--- config.mk ---
export PLATFORM = sky130hd
export DESIGN_NAME = if_fetch_unit
export DESIGN_NICKNAME = d
export VERILOG_FILES = /design/src/rtl/if_pkg.sv /design/src/rtl/if_skid_buffer.sv /design/src/rtl/if_fetch_unit.sv
export SDC_FILE = /design/constraint.sdc
export NUM_CORES = 1
export LEC_CHECK = 0
export ABC_AREA = 1
export CORE_MARGIN = 1
export CORE_UTILIZATION = 40
export DETAILED_ROUTE_END_ITERATION = 10
export PLACE_DENSITY = 0.65
export REMOVE_ABC_BUFFERS = 1
export SLEW_MARGIN = 20
export SYNTH_ARGS = -nofsm -noshare
export SYNTH_HDL_FRONTEND = slang
export SYNTH_SLANG_ARGS = --single-unit
--- constraint.sdc ---
create_clock -name i_clk -period 4.9 [get_ports i_clk]
set_input_delay 0.98 -clock i_clk [delete_from_list [all_inputs] [get_ports i_clk]]
set_output_delay 0.98 -clock i_clk [all_outputs]
set_load 0.02 [all_outputs]
--- src/rtl/if_pkg.sv ---
// rtl/if_pkg.sv - shared constants and types for the instruction-fetch unit
//
// Purpose: special instruction words, the fetch FSM state encoding and the
// {instr, pc} record that is held in the skid buffer.
// Ports: none (package).

package if_pkg;

  localparam logic [31:0] HALT_WORD = 32'hFFFF_FFFF;
  localparam logic [31:0] NOP_WORD  = 32'h0000_0000;

  typedef enum logic {
    RUN    = 1'b0,
    HALTED = 1'b1
  } if_state_e;

  typedef struct packed {
    logic [31:0] instr;
    logic [31:0] pc;
  } fetch_entry_t;

endpackage

--- src/rtl/if_skid_buffer.sv ---
// rtl/if_skid_buffer.sv - one-entry holding register for a fetch response caught by a stall
//
// Purpose: parks one {instr, pc} pair that came back from memory while the
// fetch stream was held, so it can be delivered first on release.
// Ports:
//   i_clk, i_reset  clock, asynchronous active-low reset
//   i_load          capture i_entry (marks the buffer full)
//   i_unload        entry consumed this cycle (marks the buffer empty)
//   i_clear         drop the entry (highest priority)
//   i_entry         data to capture
//   o_full          buffer holds a live entry
//   o_entry         held entry

module if_skid_buffer
  import if_pkg::*;
(
  input  logic         i_clk,
  input  logic         i_reset,
  input  logic         i_load,
  input  logic         i_unload,
  input  logic         i_clear,
  input  fetch_entry_t i_entry,
  output logic         o_full,
  output fetch_entry_t o_entry
);

  logic         full_q, full_d;
  fetch_entry_t entry_q, entry_d;

  always_comb begin
    full_d  = full_q;
    entry_d = entry_q;
    if (i_clear) begin
      full_d = 1'b0;
    end else if (i_load) begin
      full_d  = 1'b1;
      entry_d = i_entry;
    end else if (i_unload) begin
      full_d = 1'b0;
    end
  end

  always_ff @(posedge i_clk or negedge i_reset) begin
    if (!i_reset) begin
      full_q  <= 1'b0;
      entry_q <= '0;
    end else begin
      full_q  <= full_d;
      entry_q <= entry_d;
    end
  end

  assign o_full  = full_q;
  assign o_entry = entry_q;

endmodule

--- src/rtl/if_fetch_unit.sv ---
// rtl/if_fetch_unit.sv - IF-stage fetch unit: imem request, skid buffering, flush and halt
//
// Purpose: issues one word read per cycle from i_pc, delivers the instruction
// and PC+4 to IF/ID two cycles later, keeps in-flight data across stalls via a
// one-entry skid buffer, discards wrong-path fetches on flush and stops on the
// HALT word.
// Ports:
//   i_clk, i_reset             clock, asynchronous active-low reset
//   i_enable, i_stall          run enable / hazard hold (either freezes the block)
//   i_flush                    discard in-flight and buffered fetches
//   i_pc                       PC to fetch
//   o_imem_en, o_imem_addr     memory read strobe and word address
//   i_imem_data                read data, one cycle after o_imem_en
//   o_instr, o_pc_plus4        delivered instruction and its PC+4
//   o_valid                    o_instr is a new instruction
//   o_halt, o_misaligned       sticky status flags
//   o_fetch_count              saturating count of delivered instructions

module if_fetch_unit
  import if_pkg::*;
#(
  parameter int          IMEM_AW  = 8,
  parameter logic [31:0] RESET_PC = 32'h0
) (
  input  logic               i_clk,
  input  logic               i_reset,
  input  logic               i_enable,
  input  logic [31:0]        i_pc,
  input  logic               i_stall,
  input  logic               i_flush,
  output logic               o_imem_en,
  output logic [IMEM_AW-1:0] o_imem_addr,
  input  logic [31:0]        i_imem_data,
  output logic [31:0]        o_instr,
  output logic [31:0]        o_pc_plus4,
  output logic               o_valid,
  output logic               o_halt,
  output logic               o_misaligned,
  output logic [31:0]        o_fetch_count
);

  if_state_e    state_q, state_d;
  logic         infl_valid_q, infl_valid_d;
  logic [31:0]  infl_pc_q, infl_pc_d;
  logic         valid_q, valid_d;
  logic [31:0]  instr_q, instr_d;
  logic [31:0]  pc_plus4_q, pc_plus4_d;
  logic         halt_q, halt_d;
  logic         misaligned_q, misaligned_d;
  logic [31:0]  fetch_cnt_q, fetch_cnt_d;

  logic         held;
  logic         imem_en;
  logic         skid_load, skid_unload, skid_clear, skid_full;
  fetch_entry_t skid_in, skid_out;
  logic         deliver;
  logic [31:0]  dlv_instr, dlv_pc;

  if_skid_buffer u_skid (
    .i_clk    (i_clk),
    .i_reset  (i_reset),
    .i_load   (skid_load),
    .i_unload (skid_unload),
    .i_clear  (skid_clear),
    .i_entry  (skid_in),
    .o_full   (skid_full),
    .o_entry  (skid_out)
  );

  always_comb begin
    state_d      = state_q;
    infl_valid_d = 1'b0;
    infl_pc_d    = infl_pc_q;
    valid_d      = valid_q;
    instr_d      = instr_q;
    pc_plus4_d   = pc_plus4_q;
    halt_d       = halt_q;
    misaligned_d = misaligned_q;
    fetch_cnt_d  = fetch_cnt_q;

    held = i_stall | ~i_enable;
    // Gating with i_reset keeps the strobe low while reset is asserted.
    imem_en = i_reset & (state_q == RUN) & ~held & ~i_flush;

    // A response that lands while held is parked; on release the parked entry
    // goes first. The in-flight slot is always empty then, because no request
    // issues during a hold, so skid and in-flight never compete.
    skid_in     = '{instr: i_imem_data, pc: infl_pc_q};
    skid_load   = infl_valid_q & held & ~i_flush;
    skid_unload = skid_full & ~held & ~i_flush;
    skid_clear  = i_flush;

    deliver   = ~i_flush & ~held & (skid_full | infl_valid_q);
    dlv_instr = skid_full ? skid_out.instr : i_imem_data;
    dlv_pc    = skid_full ? skid_out.pc    : infl_pc_q;

    if (imem_en) begin
      infl_valid_d = 1'b1;
      infl_pc_d    = i_pc;
      if (i_pc[1:0] != 2'b00) begin
        misaligned_d = 1'b1;
      end
    end

    if (i_flush) begin
      valid_d = 1'b0;
      instr_d = NOP_WORD;
    end else if (held) begin
      valid_d = valid_q;
    end else if (deliver) begin
      valid_d    = 1'b1;
      instr_d    = dlv_instr;
      pc_plus4_d = dlv_pc + 32'd4;
      if (fetch_cnt_q != 32'hFFFF_FFFF) begin
        fetch_cnt_d = fetch_cnt_q + 32'd1;
      end
      if (dlv_instr == HALT_WORD) begin
        halt_d       = 1'b1;
        state_d      = HALTED;
        // The request issued alongside the halt word is wrong-path.
        infl_valid_d = 1'b0;
      end
    end else begin
      valid_d = 1'b0;
      instr_d = NOP_WORD;
    end
  end

  always_ff @(posedge i_clk or negedge i_reset) begin
    if (!i_reset) begin
      state_q      <= RUN;
      infl_valid_q <= 1'b0;
      infl_pc_q    <= 32'h0;
      valid_q      <= 1'b0;
      instr_q      <= NOP_WORD;
      pc_plus4_q   <= RESET_PC;
      halt_q       <= 1'b0;
      misaligned_q <= 1'b0;
      fetch_cnt_q  <= 32'h0;
    end else begin
      state_q      <= state_d;
      infl_valid_q <= infl_valid_d;
      infl_pc_q    <= infl_pc_d;
      valid_q      <= valid_d;
      instr_q      <= instr_d;
      pc_plus4_q   <= pc_plus4_d;
      halt_q       <= halt_d;
      misaligned_q <= misaligned_d;
      fetch_cnt_q  <= fetch_cnt_d;
    end
  end

  assign o_imem_en     = imem_en;
  assign o_imem_addr   = i_pc[IMEM_AW+1:2];
  assign o_instr       = instr_q;
  assign o_pc_plus4    = pc_plus4_q;
  assign o_valid       = valid_q;
  assign o_halt        = halt_q;
  assign o_misaligned  = misaligned_q;
  assign o_fetch_count = fetch_cnt_q;

endmodule

==> results of run 1 <==
per-layer routing:
| metal | global-route usage, % | share of wire (%) | up-vias |
|---|---|---|---|
| li1 | - | - | 4297 |
| met5 | 0 | 0 | - |
| met1 | 30.0 | 51 | 3950 |
| met2 | 31.6 | 44 | 208 |
| met4 | 6.23 | 1.4 | 0 |
| met3 | 2.86 | 4.1 | 21 |
layout by cell type, fill, tap and decap left out, types with 5 or more instances in the layout:
cell type / instances
nand2_1: 508
dfrtp_1: 196
clkdlybuf4s50_1: 175
o21ai_0: 152
inv_1: 119
nor2_1: 93
xor2_1: 30
nand3_1: 29
a22o_1: 21
clkbuf_16: 17
nor3_1: 12
o21ai_1: 11
nor2_2: 9
nand4_1: 8
nand2_2: 7
buf_4: 7
a31oi_1: 5
sequential cells by signal, indices dropped and copies added (netlist names):
register / flops
o_instr: 32
o_fetch_count: 32
o_valid: 1
u_skid.o_full: 1
u_skid.o_entry: 64
infl_valid_q: 1
infl_pc_q: 32
o_misaligned: 1
o_pc_plus4: 32
o_halt: 1
logic make-up (layout without fill, tap and decap cells):
| kind of cell | after synthesis | in the layout | share of synthesized area (%) |
|---|---|---|---|
| and+or+nand+nor | 676 | 676 | 27.4 |
| DFF | 197 | 197 | 50.3 |
| AOI/OAI and AO/OA | 195 | 195 | 10.9 |
| buffers and inverters | 184 | 339 | 8.12 |
| xor gates and xnor gates | 32 | 32 | 2.86 |
| adders and majority gates | 2 | 2 | 0.255 |
| muxes | 1 | 1 | 0.115 |
worst min path at each step:
stage	startpoint	to	slack, ns	cells after the start
finish	i_reset	o_instr[24]	0.46	1
global route	i_reset	o_instr[24]	0.48	1
CTS	i_reset	o_instr[24]	0.46	1
detailed placement	o_valid	o_valid	0.46	2
global placement	o_valid	o_valid	0.46	2
floorplan	u_skid.o_entry[31]	u_skid.o_entry[31]	0.45	2
area by class of cell:
cell class	count	area share (%)
sequential	197	40.1
multi-input combinational	906	33.2
timing repair buffer	184	15.0
inverter	123	3.78
clock buffer	22	3.70
tap	319	3.25
clock inverter	10	1.01
worst max-delay path, stage by stage:
cell and delay, ns:
clkdlybuf4s50_1 0.42, inv_1 0.06, nand2_1 0.06, nor2_1 0.17, nand3_1 0.11, inv_2 0.08, clkdlybuf4s50_1 0.59
through the flow:
step / setup slack, ns / instance area (sq um) / std cells / hold WS (ns) / total power [uW]
floorplan: 0.168 / 9460 / 1226 / 0.446 / 1680
global placement: 1.40 / 11700 / 1729 / 0.458 / 1790
detailed placement: 1.41 / 11700 / 1729 / 0.462 / 1790
CTS: 1.41 / 12300 / 1761 / 0.465 / 3190
global route: 1.31 / 12300 / 1761 / 0.480 / 3270
finish: 1.44 / 12300 / 1761 / 0.456 / 3170
where the power goes:
part	switching, uW	internal [uW]
clock	638	772
sequential	0	1620
combinational	69.1	62.3
total	708	2460
==> flow_summary_export.csv, run 1 <==
group,metric,value,unit
hold_path,min_path_type,"in -> async",
synth,ys_types,32,
cts,clockBufferDepth,2,
die,die_area,25100,sq um
drt,drt_iter0_drc,447,
power,max-vdd-ir-drop,0.185,mV
cells_and_area,synthToLayoutAreaGrowth,25.4,%
timing,slew_headroom,43.1,%
cells_and_area,multi_input_area,4080,sq um
cts,clk_latency,0.44,ns
worst_setup_path,path_class,"in -> out",
cts,cts_made_buffers,17,
drt,finalWirelength,25.2,mm
global_routing,grt_max_degree,155,
synth,yosys-top-cells-count,"nand2_1 (509), dfrtp_1 (197), o21ai_0 (152), inv_1 (121), nor2_1 (93)",
global_routing,grt_pass1_vias,7809,
cts,clockRootBuffer,"clkbuf_16",
worst_setup_path,rr_worst_depth,10,
global_routing,grt_overflow_total,0,
die,initial_core_util,41.2,%
die,coreArea,23800,sq um
synth,synthTopCellsByArea,"dfrtp_1 (50%), nand2_1 (20%), o21ai_0 (7.8%), inv_1 (4.6%), nor2_1 (3.6%)",
drt,vias_per_cell,4.81,
cells_and_area,drive_gt1_share,4.37,%
cts,cts_hold_buf,0,
place,portBuffers,176,
synth,syn-cell-area,9800,sq um
global_routing,grt_pass1_wl,39.9,mm
worst_setup_path,ff2ff_setup_slack,2.11,ns
timing,final-hold-violation-count,0,
synth,synth_seq_cells,197,
synth,yosysMostFrequentCell,"nand2_1",
die,die_x,158,microns
drt,first_pass_iters,5,
synth,seq_area_frac_synth,50.3,%
place,hpwl,17.4,mm
power,power_per_cell_area,258,nW/um^2
cts,cts_sinks,197,
worst_setup_path,cp_max_fo,2,
synth,yosysTopAreaCell,"dfrtp_1",
power,p_leak,0.00640,uW
worst_setup_path,crit_end,"o_imem_en",
cells_and_area,seq_area,4930,sq um
worst_setup_path,worstSetupStartpoint,"i_stall",
worst_setup_path,critPathRequiredTime,3.92,ns
timing,tns,0,ns
timing,fin_skew,0.0148,ns
synth,ys_warn_count,0,
global_routing,grt_usage,20.6,%
timing,rsz0062_at_grt,"no",
place,place.gp.congestion,0.865,
worst_setup_path,startpoint_type,"primary input",
timing,tightest_slew,0.853,ns
timing,period_needed,3.46,ns
timing,fin_crit_sh,70.7,%
drt,dr_total_vias,8476,
synth,synth_top_area_share,50.3,%
cells_and_area,nets,1500,
timing,maxSlewViolCount,0,
drt,final_antenna_net_count,0,
synth,syn_area_per_cell,7.61,sq um
die,placementRows,56,
synth,synthArstFlopShare,100,%
cts,clkTransAtPathRegs,0.07,ns
cts,cts_resized,0,
cells_and_area,fill_cells,2303,
cts,post_cts.repair.setup_buffers,0,
global_routing,antenna_found_initial,0,
cells_and_area,fin_util,51.7,%
job,drv_cap,0,
cts,cts_tree,"done",
worst_setup_path,worstReg2RegEnd,"o_fetch_count[23]",
cells_and_area,antenna_cells,0,
timing,setup_viol,0,
synth,synth-edff-count,0,
worst_setup_path,worstReg2RegStart,"o_fetch_count[0]",
cts,h-tree-depth,4,
die,die_h,158,microns
worst_setup_path,endpoint_kind,"output port",
synth,ys.flop_type,"dfrtp_1",
worst_setup_path,arrival,2.48,ns
drt,wl_per_cell,14.3,microns
drt,drc,0,
outcome,run_status,"finished clean",
timing,fmax,289,MHz
die,pin_count,177,
synth,syn_inst,1287,
Note: power is estimated with default switching activity, not from simulation.
==> inputs of run 2 (changes only) <==
==> constraint.sdc (replaced) <==
create_clock -name i_clk -period 3.46 [get_ports i_clk]
set_input_delay 0.692 -clock i_clk [delete_from_list [all_inputs] [get_ports i_clk]]
set_output_delay 0.692 -clock i_clk [all_outputs]
set_load 0.02 [all_outputs]
==> flow_summary_export.csv, run 2 (synthesis results as in run 1) <==
group,metric,value,unit
cells_and_area,nets,1506,
timing,fin_crit_sh,83.3,%
worst_setup_path,endpoint_kind,"output port",
drt,finalWirelength,25.7,mm
cts,post_cts.repair.setup_buffers,0,
cts,cts_sinks,197,
global_routing,met2_usage,33.9,%
global_routing,grt_usage,21.3,%
worst_setup_path,path_class,"in -> out",
worst_setup_path,arrival,2.19,ns
drt,wl_per_cell,14.6,microns
die,placementRows,56,
global_routing,busiest_layer,"met2",
timing,tightest_slew,0.732,ns
power,p_total,4500,uW
cts,clockBufferDepth,2,
global_routing,grt_max_degree,66,
timing,fin_skew,0.0130,ns
global_routing,grt_overflow_total,0,
worst_setup_path,cp_slowest_stage_delay,0.59,ns
power,p_leak,0.00644,uW
timing,tns,0,ns
global_routing,antenna_found_initial,0,
cells_and_area,largest_reg_flops,64,
place,hpwl,18.4,mm
cells_and_area,antenna_cells,0,
cells_and_area,drive_gt1_share,4.97,%
worst_setup_path,rr_worst_depth,13,
cells_and_area,mostFrequentLayoutCell,"nand2_1",
worst_setup_path,ff2ff_setup_slack,0.86,ns
cells_and_area,final_cells,1767,
drt,vias_per_cell,4.89,
global_routing,grt_use_met1,30.4,%
place,dp.cells,1735,
die,coreArea,23800,sq um
cts,cts_resized,0,
cells_and_area,final_cell_mix,"nand2_1 (508), dfrtp_1 (196), clkdlybuf4s50_1 (175), o21ai_0 (152), inv_1 (119)",
worst_setup_path,worstReg2RegStart,"u_skid.o_full",
die,die_area,25100,sq um
place,place.gp.congestion,0.872,
timing,maxSlewViolCount,0,
global_routing,grt_pass1_vias,8085,
timing,setup_viol,0,
cts,clk_latency,0.44,ns
place,portBuffers,176,
worst_setup_path,startpoint_type,"primary input",
worst_setup_path,crit_chain,"clkdlybuf4s50_1 > nand2_1 > nor2_1 > nand3_1 > inv_2 > clkdlybuf4s50_1",
die,pin_count,177,
job,drv_cap,0,
die,die_x,158,microns
global_routing,met3_usage,3.35,%
timing,slew_headroom,51.2,%
worst_setup_path,path_delay_family,"buffers and inverters",
worst_setup_path,cp.depth,6,
drt,drc,0,
timing,final-hold-violation-count,0,
global_routing,grt_pass1_wl,41.5,mm
power,power_per_cell_area,365,nW/um^2
worst_setup_path,crit_top_cell,"clkdlybuf4s50_1",
power,max-vdd-ir-drop,0.280,mV
die,initial_core_util,41.2,%
hold_path,min_path_type,"in -> async",
cts,h-tree-depth,4,
drt,first_pass_iters,5,
cts,cts_hold_buf,0,
worst_setup_path,worstReg2RegEnd,"o_pc_plus4[29]",
worst_setup_path,cp_max_fo,2,
drt,dr_total_vias,8634,
timing,period_needed,2.88,ns
timing,fmax,347,MHz
drt,drt_iter0_drc,440,
worst_setup_path,worstSetupStartpoint,"i_enable",
outcome,run_status,"finished clean",
timing,rsz0062_at_grt,"no",
drt,final_antenna_net_count,0,
cts,cts_made_buffers,17,
cells_and_area,synthToLayoutAreaGrowth,26.0,%
worst_setup_path,critPathSlowestCell,"clkdlybuf4s50_1",
worst_setup_path,crit_end,"o_imem_en",
die,die_h,158,microns
cts,clkTransAtPathRegs,0.07,ns
worst_setup_path,critPathRequiredTime,2.77,ns
worst_setup_path,cp.buffers_inverters,3,
cts,cts_tree,"done",
cts,clockRootBuffer,"clkbuf_16",
==> run 2: where the power goes <==
group	internal (uW)	total, uW	switching (uW)	leakage [uW]
sequential	2300	2300	0	0.00251
clock	1060	2010	952	0.000288
combinational	88.1	189	101	0.00364
total	3450	4500	1050	0.00644
==> run 2: per-layer routing <==
metal	share of wire, %	wire (microns)
met1	49	12600
met2	45	11500
met3	5.3	1350
met4	0.98	252
met5	0	0
==> run 2: how the worst min path moves through the flow <==
stage	slack, ns	from	endpoint
floorplan	0.40	i_reset	infl_pc_q[0]
global placement	0.46	o_valid	o_valid
CTS	0.17	i_reset	o_instr[19]
detailed placement	0.46	o_misaligned	o_misaligned
global route	0.17	i_reset	o_instr[19]
finish	0.17	i_reset	o_instr[19]
==> run 2: area by class of cell <==
type                    instances  area [sq um]
clock inverters                12           133
flip-flops and latches        197          4930
clock buffers                  20           457
repair buffers                190          1880
well taps                     319           399
inverters                     123           464
fillers                      2320         11400
multi-input cells             906          4080
==> run 2: metrics by stage <==
step	hold WS, ns	setup slack (ns)	area, sq um	util [%]
after floorplan	0.396	-1.27	9460	-
after global placement	0.459	0.544	11800	49.5
after detailed placement	0.461	0.564	11800	49.5
after CTS	0.171	0.562	12300	52.0
after global routing	0.171	0.479	12300	52.0
final	0.167	0.577	12300	52.0
